`config.mk`:
```
export PLATFORM = sky130hd
export DESIGN_NAME = sequential_2_complement_unit
export DESIGN_NICKNAME = d
export VERILOG_FILES = /design/src/rtl/sequential_2_complement_unit.sv
export SDC_FILE = /design/constraint.sdc
export NUM_CORES = 1
export LEC_CHECK = 0
export CORE_MARGIN = 2
export CORE_UTILIZATION = 30
export CTS_CLUSTER_SIZE = 10
export DETAILED_ROUTE_END_ITERATION = 16
export PLACE_DENSITY = 0.53
export SLEW_MARGIN = 10
export SYNTH_ARGS = -nofsm -noshare
export SYNTH_HDL_FRONTEND = slang
export SYNTH_SLANG_ARGS = --single-unit
```
`constraint.sdc`:
```
create_clock -name clk -period 1.75 [get_ports clk]
set_clock_uncertainty 0.05 [all_clocks]
set_input_delay 0.35 -clock clk [delete_from_list [all_inputs] [get_ports clk]]
set_output_delay 0.35 -clock clk [all_outputs]
set_load 0.01 [all_outputs]
```
`src/rtl/sequential_2_complement_unit.sv`:
```
`default_nettype none
// ============================================================================
// Module   : sequential_2_complement_unit
// Purpose  : Multi-cycle complement unit for the ALU datapath. The operand is
//            processed CHUNK_SIZE bits per clock, with the carry rippling
//            between slices. Supported modes are pass, one's complement,
//            two's complement and absolute value.
// Ports    : clk        - clock, rising edge
//            rst        - asynchronous, active-high reset
//            start      - operation request, sampled only while idle
//            mode       - 00 pass, 01 one's compl, 10 two's compl, 11 abs
//            in         - operand, captured on the accepted start edge
//            busy       - high while an operation is running or unconsumed
//            out_valid  - result valid (DONE state)
//            out_ready  - consumer accepts the result
//            out        - result
//            cout       - carry out of the most-significant slice
//            overflow   - result not representable (most-negative operand)
//            zero       - result equals zero
// Revision : 1.0 - initial release
// ============================================================================
module sequential_2_complement_unit #(
    parameter int BUS_SIZE   = 8,   // must be a multiple of CHUNK_SIZE
    parameter int CHUNK_SIZE = 2
) (
    input  logic                clk,
    input  logic                rst,
    input  logic                start,
    input  logic [1:0]          mode,
    input  logic [BUS_SIZE-1:0] in,
    output logic                busy,
    output logic                out_valid,
    input  logic                out_ready,
    output logic [BUS_SIZE-1:0] out,
    output logic                cout,
    output logic                overflow,
    output logic                zero
);

    localparam int C_K     = BUS_SIZE / CHUNK_SIZE;
    localparam int C_IDX_W = (C_K > 1) ? $clog2(C_K) : 1;
    localparam logic [C_IDX_W-1:0]  C_LAST_IDX = C_IDX_W'(C_K - 1);
    // Most-negative two's-complement value: 1 followed by zeros.
    localparam logic [BUS_SIZE-1:0] C_MIN_NEG  = BUS_SIZE'(1) << (BUS_SIZE - 1);

    typedef enum logic [1:0] {
        S_IDLE = 2'd0,
        S_RUN  = 2'd1,
        S_DONE = 2'd2
    } state_t;

    // ------------------------------------------------------------------------
    // Registers
    // ------------------------------------------------------------------------
    state_t                r_state_q;
    logic [BUS_SIZE-1:0]   r_opnd_q;      // operand, shifted right one slice per cycle
    logic [BUS_SIZE-1:0]   r_res_q;       // result, assembled from the top downwards
    logic                  r_inv_q;
    logic                  r_carry_q;
    logic [C_IDX_W-1:0]    r_idx_q;
    logic                  r_ovf_q;       // captured operand is the most-negative value
    logic [BUS_SIZE-1:0]   r_out_q;
    logic                  r_cout_q;
    logic                  r_overflow_q;
    logic                  r_zero_q;

    // ------------------------------------------------------------------------
    // Next-state values
    // ------------------------------------------------------------------------
    state_t                w_state_d;
    logic [BUS_SIZE-1:0]   w_opnd_d;
    logic [BUS_SIZE-1:0]   w_res_d;
    logic                  w_inv_d;
    logic                  w_carry_d;
    logic [C_IDX_W-1:0]    w_idx_d;
    logic                  w_ovf_d;
    logic [BUS_SIZE-1:0]   w_out_d;
    logic                  w_cout_d;
    logic                  w_overflow_d;
    logic                  w_zero_d;

    logic [CHUNK_SIZE-1:0] w_slice;
    logic [CHUNK_SIZE:0]   w_sum;
    logic [BUS_SIZE-1:0]   w_res_next;

    // The active slice is always the bottom of the shifting operand register,
    // so no variable part-select is needed. Each new result slice enters at
    // the top; after K shifts slice 0 lands in the least-significant bits.
    assign w_slice    = r_opnd_q[CHUNK_SIZE-1:0];
    assign w_sum      = {1'b0, w_slice ^ {CHUNK_SIZE{r_inv_q}}} + (CHUNK_SIZE+1)'(r_carry_q);
    assign w_res_next = (r_res_q >> CHUNK_SIZE)
                      | (BUS_SIZE'(w_sum[CHUNK_SIZE-1:0]) << (BUS_SIZE - CHUNK_SIZE));

    always_comb begin
        w_state_d    = r_state_q;
        w_opnd_d     = r_opnd_q;
        w_res_d      = r_res_q;
        w_inv_d      = r_inv_q;
        w_carry_d    = r_carry_q;
        w_idx_d      = r_idx_q;
        w_ovf_d      = r_ovf_q;
        w_out_d      = r_out_q;
        w_cout_d     = r_cout_q;
        w_overflow_d = r_overflow_q;
        w_zero_d     = r_zero_q;

        case (r_state_q)
            S_IDLE: begin
                if (start) begin
                    w_state_d = S_RUN;
                    w_opnd_d  = in;
                    w_res_d   = '0;
                    w_idx_d   = '0;
                    w_ovf_d   = mode[1] && (in == C_MIN_NEG);
                    case (mode)
                        2'b00:   begin w_inv_d = 1'b0; w_carry_d = 1'b0; end
                        2'b01:   begin w_inv_d = 1'b1; w_carry_d = 1'b0; end
                        2'b10:   begin w_inv_d = 1'b1; w_carry_d = 1'b1; end
                        // Absolute value negates only when the operand is negative.
                        default: begin w_inv_d = in[BUS_SIZE-1]; w_carry_d = in[BUS_SIZE-1]; end
                    endcase
                end
            end

            S_RUN: begin
                w_opnd_d  = r_opnd_q >> CHUNK_SIZE;
                w_res_d   = w_res_next;
                w_carry_d = w_sum[CHUNK_SIZE];
                w_idx_d   = r_idx_q + 1'b1;
                if (r_idx_q == C_LAST_IDX) begin
                    w_state_d    = S_DONE;
                    w_out_d      = w_res_next;
                    w_cout_d     = w_sum[CHUNK_SIZE];
                    w_overflow_d = r_ovf_q;
                    w_zero_d     = (w_res_next == '0);
                end
            end

            S_DONE: begin
                // start is deliberately not looked at here, even alongside out_ready.
                if (out_ready) begin
                    w_state_d = S_IDLE;
                end
            end

            default: begin
                w_state_d = S_IDLE;
            end
        endcase
    end

    always_ff @(posedge clk or posedge rst) begin
        if (rst) begin
            r_state_q    <= S_IDLE;
            r_opnd_q     <= '0;
            r_res_q      <= '0;
            r_inv_q      <= 1'b0;
            r_carry_q    <= 1'b0;
            r_idx_q      <= '0;
            r_ovf_q      <= 1'b0;
            r_out_q      <= '0;
            r_cout_q     <= 1'b0;
            r_overflow_q <= 1'b0;
            r_zero_q     <= 1'b0;
        end else begin
            r_state_q    <= w_state_d;
            r_opnd_q     <= w_opnd_d;
            r_res_q      <= w_res_d;
            r_inv_q      <= w_inv_d;
            r_carry_q    <= w_carry_d;
            r_idx_q      <= w_idx_d;
            r_ovf_q      <= w_ovf_d;
            r_out_q      <= w_out_d;
            r_cout_q     <= w_cout_d;
            r_overflow_q <= w_overflow_d;
            r_zero_q     <= w_zero_d;
        end
    end

    // ------------------------------------------------------------------------
    // Outputs (status decoded directly from the state register)
    // ------------------------------------------------------------------------
    assign busy      = (r_state_q != S_IDLE);
    assign out_valid = (r_state_q == S_DONE);
    assign out       = r_out_q;
    assign cout      = r_cout_q;
    assign overflow  = r_overflow_q;
    assign zero      = r_zero_q;

endmodule
`default_nettype wire

```
== Word-level counts from Yosys, hierarchy flattened ==
Cells that the tools add are included.
Storage, ports and cells
  word-level logic and storage cells: 50
  memory bits (writable): 0
  memories: 0
  flip-flop bits (word level): 34
  output and inout port bits: 13
  bits of input ports: 14
  bits in read-only memories: 0
  bits in latches: 0
Cells by class
  order comparisons: 0
  equal/unequal tests: 9
  shift-type cells: 0
  reduce and logical (&&, ||, !) cells: 12
  add/sub/neg operators: 2
  multiply operators: 0
  multiplexer cells: 14
  div/mod/pow operators: 0
  bitwise gates (word level): 2
Operators by type and width (number)
  $pmux W8 S2: 2
  $mux W8: 2
  $eq A8 B8 Y1 const B: 1
  $logic_not A8 Y1: 1
  $mux W2: 4
  $or A6 B8 Y8: 1
  $eq A2 B2 Y1 const B: 3
  $pmux W1 S2: 3
  $pmux W2 S3: 1
  $reduce_and A2 Y1: 3
  $eq A2 B1 Y1 const B: 2
  $logic_not A2 Y1: 2
  $ne A2 B2 Y1 const B: 2
  $pmux W2 S2: 1
  $reduce_bool A2 Y1: 2
  $reduce_or A2 Y1: 2
  $add A2 B1 Y3: 1
  $reduce_and A3 Y1: 1
  $add A2 B1 Y2 const B: 1
  $ne A2 B1 Y1 const B: 1
  $xor A2 B2 Y2: 1
  $logic_and A1 B1 Y1: 1
  $mux W1: 1

== Depth between registers and ports, before layout ==
  depth after elaboration: 5
  gate-level depth with buffers: 6
  mapped depth without buffers: 6

== Worst setup path before layout ==
Ideal clock, no wire load.
  kind: register to register
  start point: register r_inv_q
  end point: register r_zero_q, in the netlist zero
  required time: 1.617 ns
  cell stages (with the launch flop): 7
  arrival: 1.328 ns
  buffers on the path: 0
  slack: 0.290 ns
  path through: dfrtp_1 -> xor2_1 -> ha_1 -> ha_1 -> nor4_1 -> nand2_1 -> o21ai_0
Between the ends
  cells in the longest elaborated chain, start to end: 4
Ends and longest elaborated chain
  start, declared: line 58  | logic r_inv_q;
  start signal, assigned: line 169  | r_inv_q <= w_inv_d;
  $xor A2 B2 Y2: line 90  | assign w_sum = {1'b0, w_slice ^ {CHUNK_SIZE{r_inv_q}}} + (CHUNK_SIZE+1)'(r_carry_q);
  $add A2 B1 Y3: line 90
  $or A6 B8 Y8: line 92  | | (BUS_SIZE'(w_sum[CHUNK_SIZE-1:0]) << (BUS_SIZE - CHUNK_SIZE));
  named net w_res_next[7]: line 84  | logic [BUS_SIZE-1:0] w_res_next;
  $logic_not A8 Y1: line 135  | w_zero_d = (w_res_next == '0);
  end signal, assigned: line 176  | r_zero_q <= w_zero_d;
  end, declared: line 65  | logic r_zero_q;
The timed path passes the listed nets, and every way through them passes these cells.
A chain may end at the register's enable or synchronous reset.

== Worst setup path in the final report ==
  start point: register r_state_q[1]
  end point: output busy
Between the ends
  cells in the longest elaborated chain, start to end: 1
Ends and longest elaborated chain
  start, declared: line 55  | state_t r_state_q;
  start signal, assigned: line 166  | r_state_q <= w_state_d;
  $reduce_bool A2 Y1: line 183  | assign busy = (r_state_q != S_IDLE);
  end, declared: line 31  | output logic busy,
Every way passes these cells.

==> impl_metrics.env <==
export IMPL_status="complete, no violations"
export IMPL_die_w_um=74.4
export IMPL_synth_flop_cell="dfrtp_1"
export IMPL_drt_iter0_drc=36
export IMPL_die_y_um=74.4
export IMPL_p_int_uw=2120
export IMPL_hold_class="input pin to asynchronous set/reset pin"
export IMPL_tns_ps=0
export IMPL_gp_congestion=0.862
export IMPL_root_buffer="clkbuf_8"
export IMPL_cp_start_kind="flip-flop"
export IMPL_ys_async_sr_fraction_pct=100
export IMPL_synth_edf_count=0
export IMPL_wl_um=3160
export IMPL_start_util_pct=31.3
export IMPL_cts_buffer_depth=2
export IMPL_worstPathCellList="or2_2, dlygate4sd2_1"
export IMPL_via_count=1080
export IMPL_grt_pass1_vias=1089
export IMPL_hold_viol=0
export IMPL_wl_per_cell_um=13.6
export IMPL_diodes=0
export IMPL_grt_pass1_wl_um=5190
export IMPL_placed_cell_area_sq_mm=0.00185
export IMPL_p_switching_uw=1140
export IMPL_ys_seq_area_share_pct=53.8
export IMPL_leakagePower_uw=0.000887
export IMPL_hold_ws_ps=396
export IMPL_nets=183
export IMPL_critPathTopFamily="flip-flops"
export IMPL_grt_ovfl_total=0
export IMPL_grt_use_total_pct=12.8
export IMPL_final_area_sq_mm=0.00194
export IMPL_worstSetupEndpointType="primary output"
export IMPL_grt_setup_unrepaired="false"
export IMPL_clkTransAtPathRegs_ps=70
export IMPL_h_tree_depth=2
export IMPL_reg2reg_from="r_inv_q"
export IMPL_drc=0
export IMPL_rr_endpoint="zero"
export IMPL_cp_required_ps=1350
export IMPL_swShare_pct=34.9
export IMPL_drive_gt1_share_pct=14.5
export IMPL_p_per_area_mw_per_mm2=1680
export IMPL_die_area_sq_mm=0.00554
export IMPL_syn_nets=150
export IMPL_tritoncts="yes"
export IMPL_clock_sinks=32
export IMPL_ios=27
export IMPL_portBuffers=26
export IMPL_via_per_inst=4.66
export IMPL_avgSynthCellArea_sq_um=11.4
export IMPL_post_cts_buffers=0
export IMPL_ir_worst_vdd_mv=0.455
export IMPL_area_growth_syn_to_layout_pct=30.4
export IMPL_crit_fanout=3
export IMPL_netlist_area_sq_mm=0.00149
export IMPL_finalCriticalPeriod_ps=1680
export IMPL_seqPwrFrac_pct=38.5
export IMPL_synthCells=131
export IMPL_regToRegSetupSlack_ps=120
export IMPL_clk_latency_ps=290
export IMPL_max_stage_delay_ps=400
export IMPL_fmax_mhz=595
export IMPL_rr_worst_depth=6
export IMPL_critPathArrivalTime_ps=1280
export IMPL_slew_headroom_pct=72.1
export IMPL_grt_antenna_before_repair=0
export IMPL_yosysMostFrequentCell="dfrtp_1"
export IMPL_dp_hpwl_um=2260
export IMPL_synthTopCellsByArea="dfrtp_1 (54%), o21ai_0 (4.4%), ha_1 (4.2%)"
export IMPL_tightest_slew_ps=418
export IMPL_crit_buf_inv=1
export IMPL_synth_seq_cells=32
export IMPL_setup_viol=0
export IMPL_critPathSlowestCell="dfrtp_1"
export IMPL_netlist_top_cells_count="dfrtp_1 (32), o21ai_0 (13), nand2_1 (11)"
export IMPL_num_rows=25
export IMPL_p_clk_share_pct=18.2
export IMPL_path_class="flip-flop to primary output"
export IMPL_power_frac_comb_pct=43.3
export IMPL_ant_nets=0
export IMPL_finalCritPeriodShare_pct=96.1
export IMPL_drt_first_pass_iters=4
export IMPL_grt_max_degree=33
export IMPL_drv_cap=0
export IMPL_cts_buffers_inserted=5
export IMPL_coreArea_sq_mm=0.00475
export IMPL_p_total_uw=3260
export IMPL_yosysTopAreaCellShare_pct=53.8
export IMPL_final_max_slew_violation_count=0
export IMPL_ys_warnings_count=0
export IMPL_synth_top_cell_by_area="dfrtp_1"
export IMPL_synth_distinct_cells=29
-- cells in the final DEF, fill, tap and decap left out, types with 3 or more instances in the layout --
cell type        synthesis  final
o21ai_0                 13     13
ha_1                     5      5
a21oi_1                  8      8
inv_1                    6      6
dfrtp_1                 32     32
nor2b_1                  5      5
a22o_1                   7      7
mux2_1                   5      5
mux2_2                   5      5
and3b_1                  4      4
nand2b_1                 3      3
clkbuf_8                 0      6
nor4_1                   3      3
nand2_1                 11     11
clkdlybuf4s50_1          0     24
buf_4                    1      7
-- logic make-up after synthesis --
group	after synthesis	synth area share [%]
fa+ha+maj	5	4.21
compound gates	33	14.1
mux	11	8.24
flops	32	53.8
buf+inv	13	3.87
simple gates	35	14.6
xor+xnor	2	1.18
-- state kept, by name (all words and copies together) (netlist names) --
signal and flops:
cout 1, overflow 1, r_opnd_q 8, out 8, r_ovf_q 1, r_res_q 6, r_inv_q 1, r_carry_q 1
r_idx_q 2, zero 1, r_state_q 2
-- worst register-to-register path, delay by kind of cell (launching register included) --
family          cells  cell delay (ps)
fa+ha+maj           2              500
xor+xnor            1              160
compound gates      1              150
flops               1              420
simple gates        2              270
-- repair_timing --
action	4_1_cts	5_1_grt
hold buffers	0	0
endpoints found under the hold margin	0	0
setup endpoints to repair	2	0
gates resized for setup	2	0
-- per-layer routing --
layer	up-vias	track usage (%)	routed length, um
li1	527	-	-
met1	522	17.0	1480
met2	24	19.1	1490
met3	7	3.66	131
met4	0	6.75	63
met5	-	0	0
-- per-stage QoR --
stage | utilization (%) | worst slack [ps] | cells
2_1_floorplan | - | 290 | 131
3_3_place_gp | 38.9 | 56.2 | 224
3_5_place_dp | 38.9 | 81.6 | 224
4_1_cts | 40.8 | 60.9 | 232
5_1_grt | 40.8 | 9.13 | 232
6_report | 40.8 | 68.6 | 232
-- power groups by stage --
stage | registers [uW] | logic [uW] | clock network (uW)
6_report | 1260 | 1410 | 594
2_1_floorplan | 1270 | 857 | 0
3_5_place_dp | 1270 | 1440 | 0
4_1_cts | 1260 | 1440 | 625
3_3_place_gp | 1260 | 1410 | 0
5_1_grt | 1300 | 1560 | 641
-- final cells by class --
class | instances | area, sq um
multi-input cells | 86 | 629
repair buffers | 33 | 310
flip-flops and latches | 32 | 801
clock inverters | 1 | 7.51
clock buffers | 7 | 86.3
fillers | 487 | 2810
well taps | 67 | 83.8
inverters | 6 | 22.5
-- how the worst max path moves through the flow --
stage,from,endpoint,depth (start not counted)
6_report,r_state_q[1],busy,2
5_1_grt,r_inv_q,zero,6
4_1_cts,r_state_q[0],busy,2
3_5_place_dp,start,r_carry_q,5
3_3_place_gp,start,r_carry_q,5
2_1_floorplan,r_inv_q,zero,6
No activity file was read; power rests on OpenSTA's default activity.
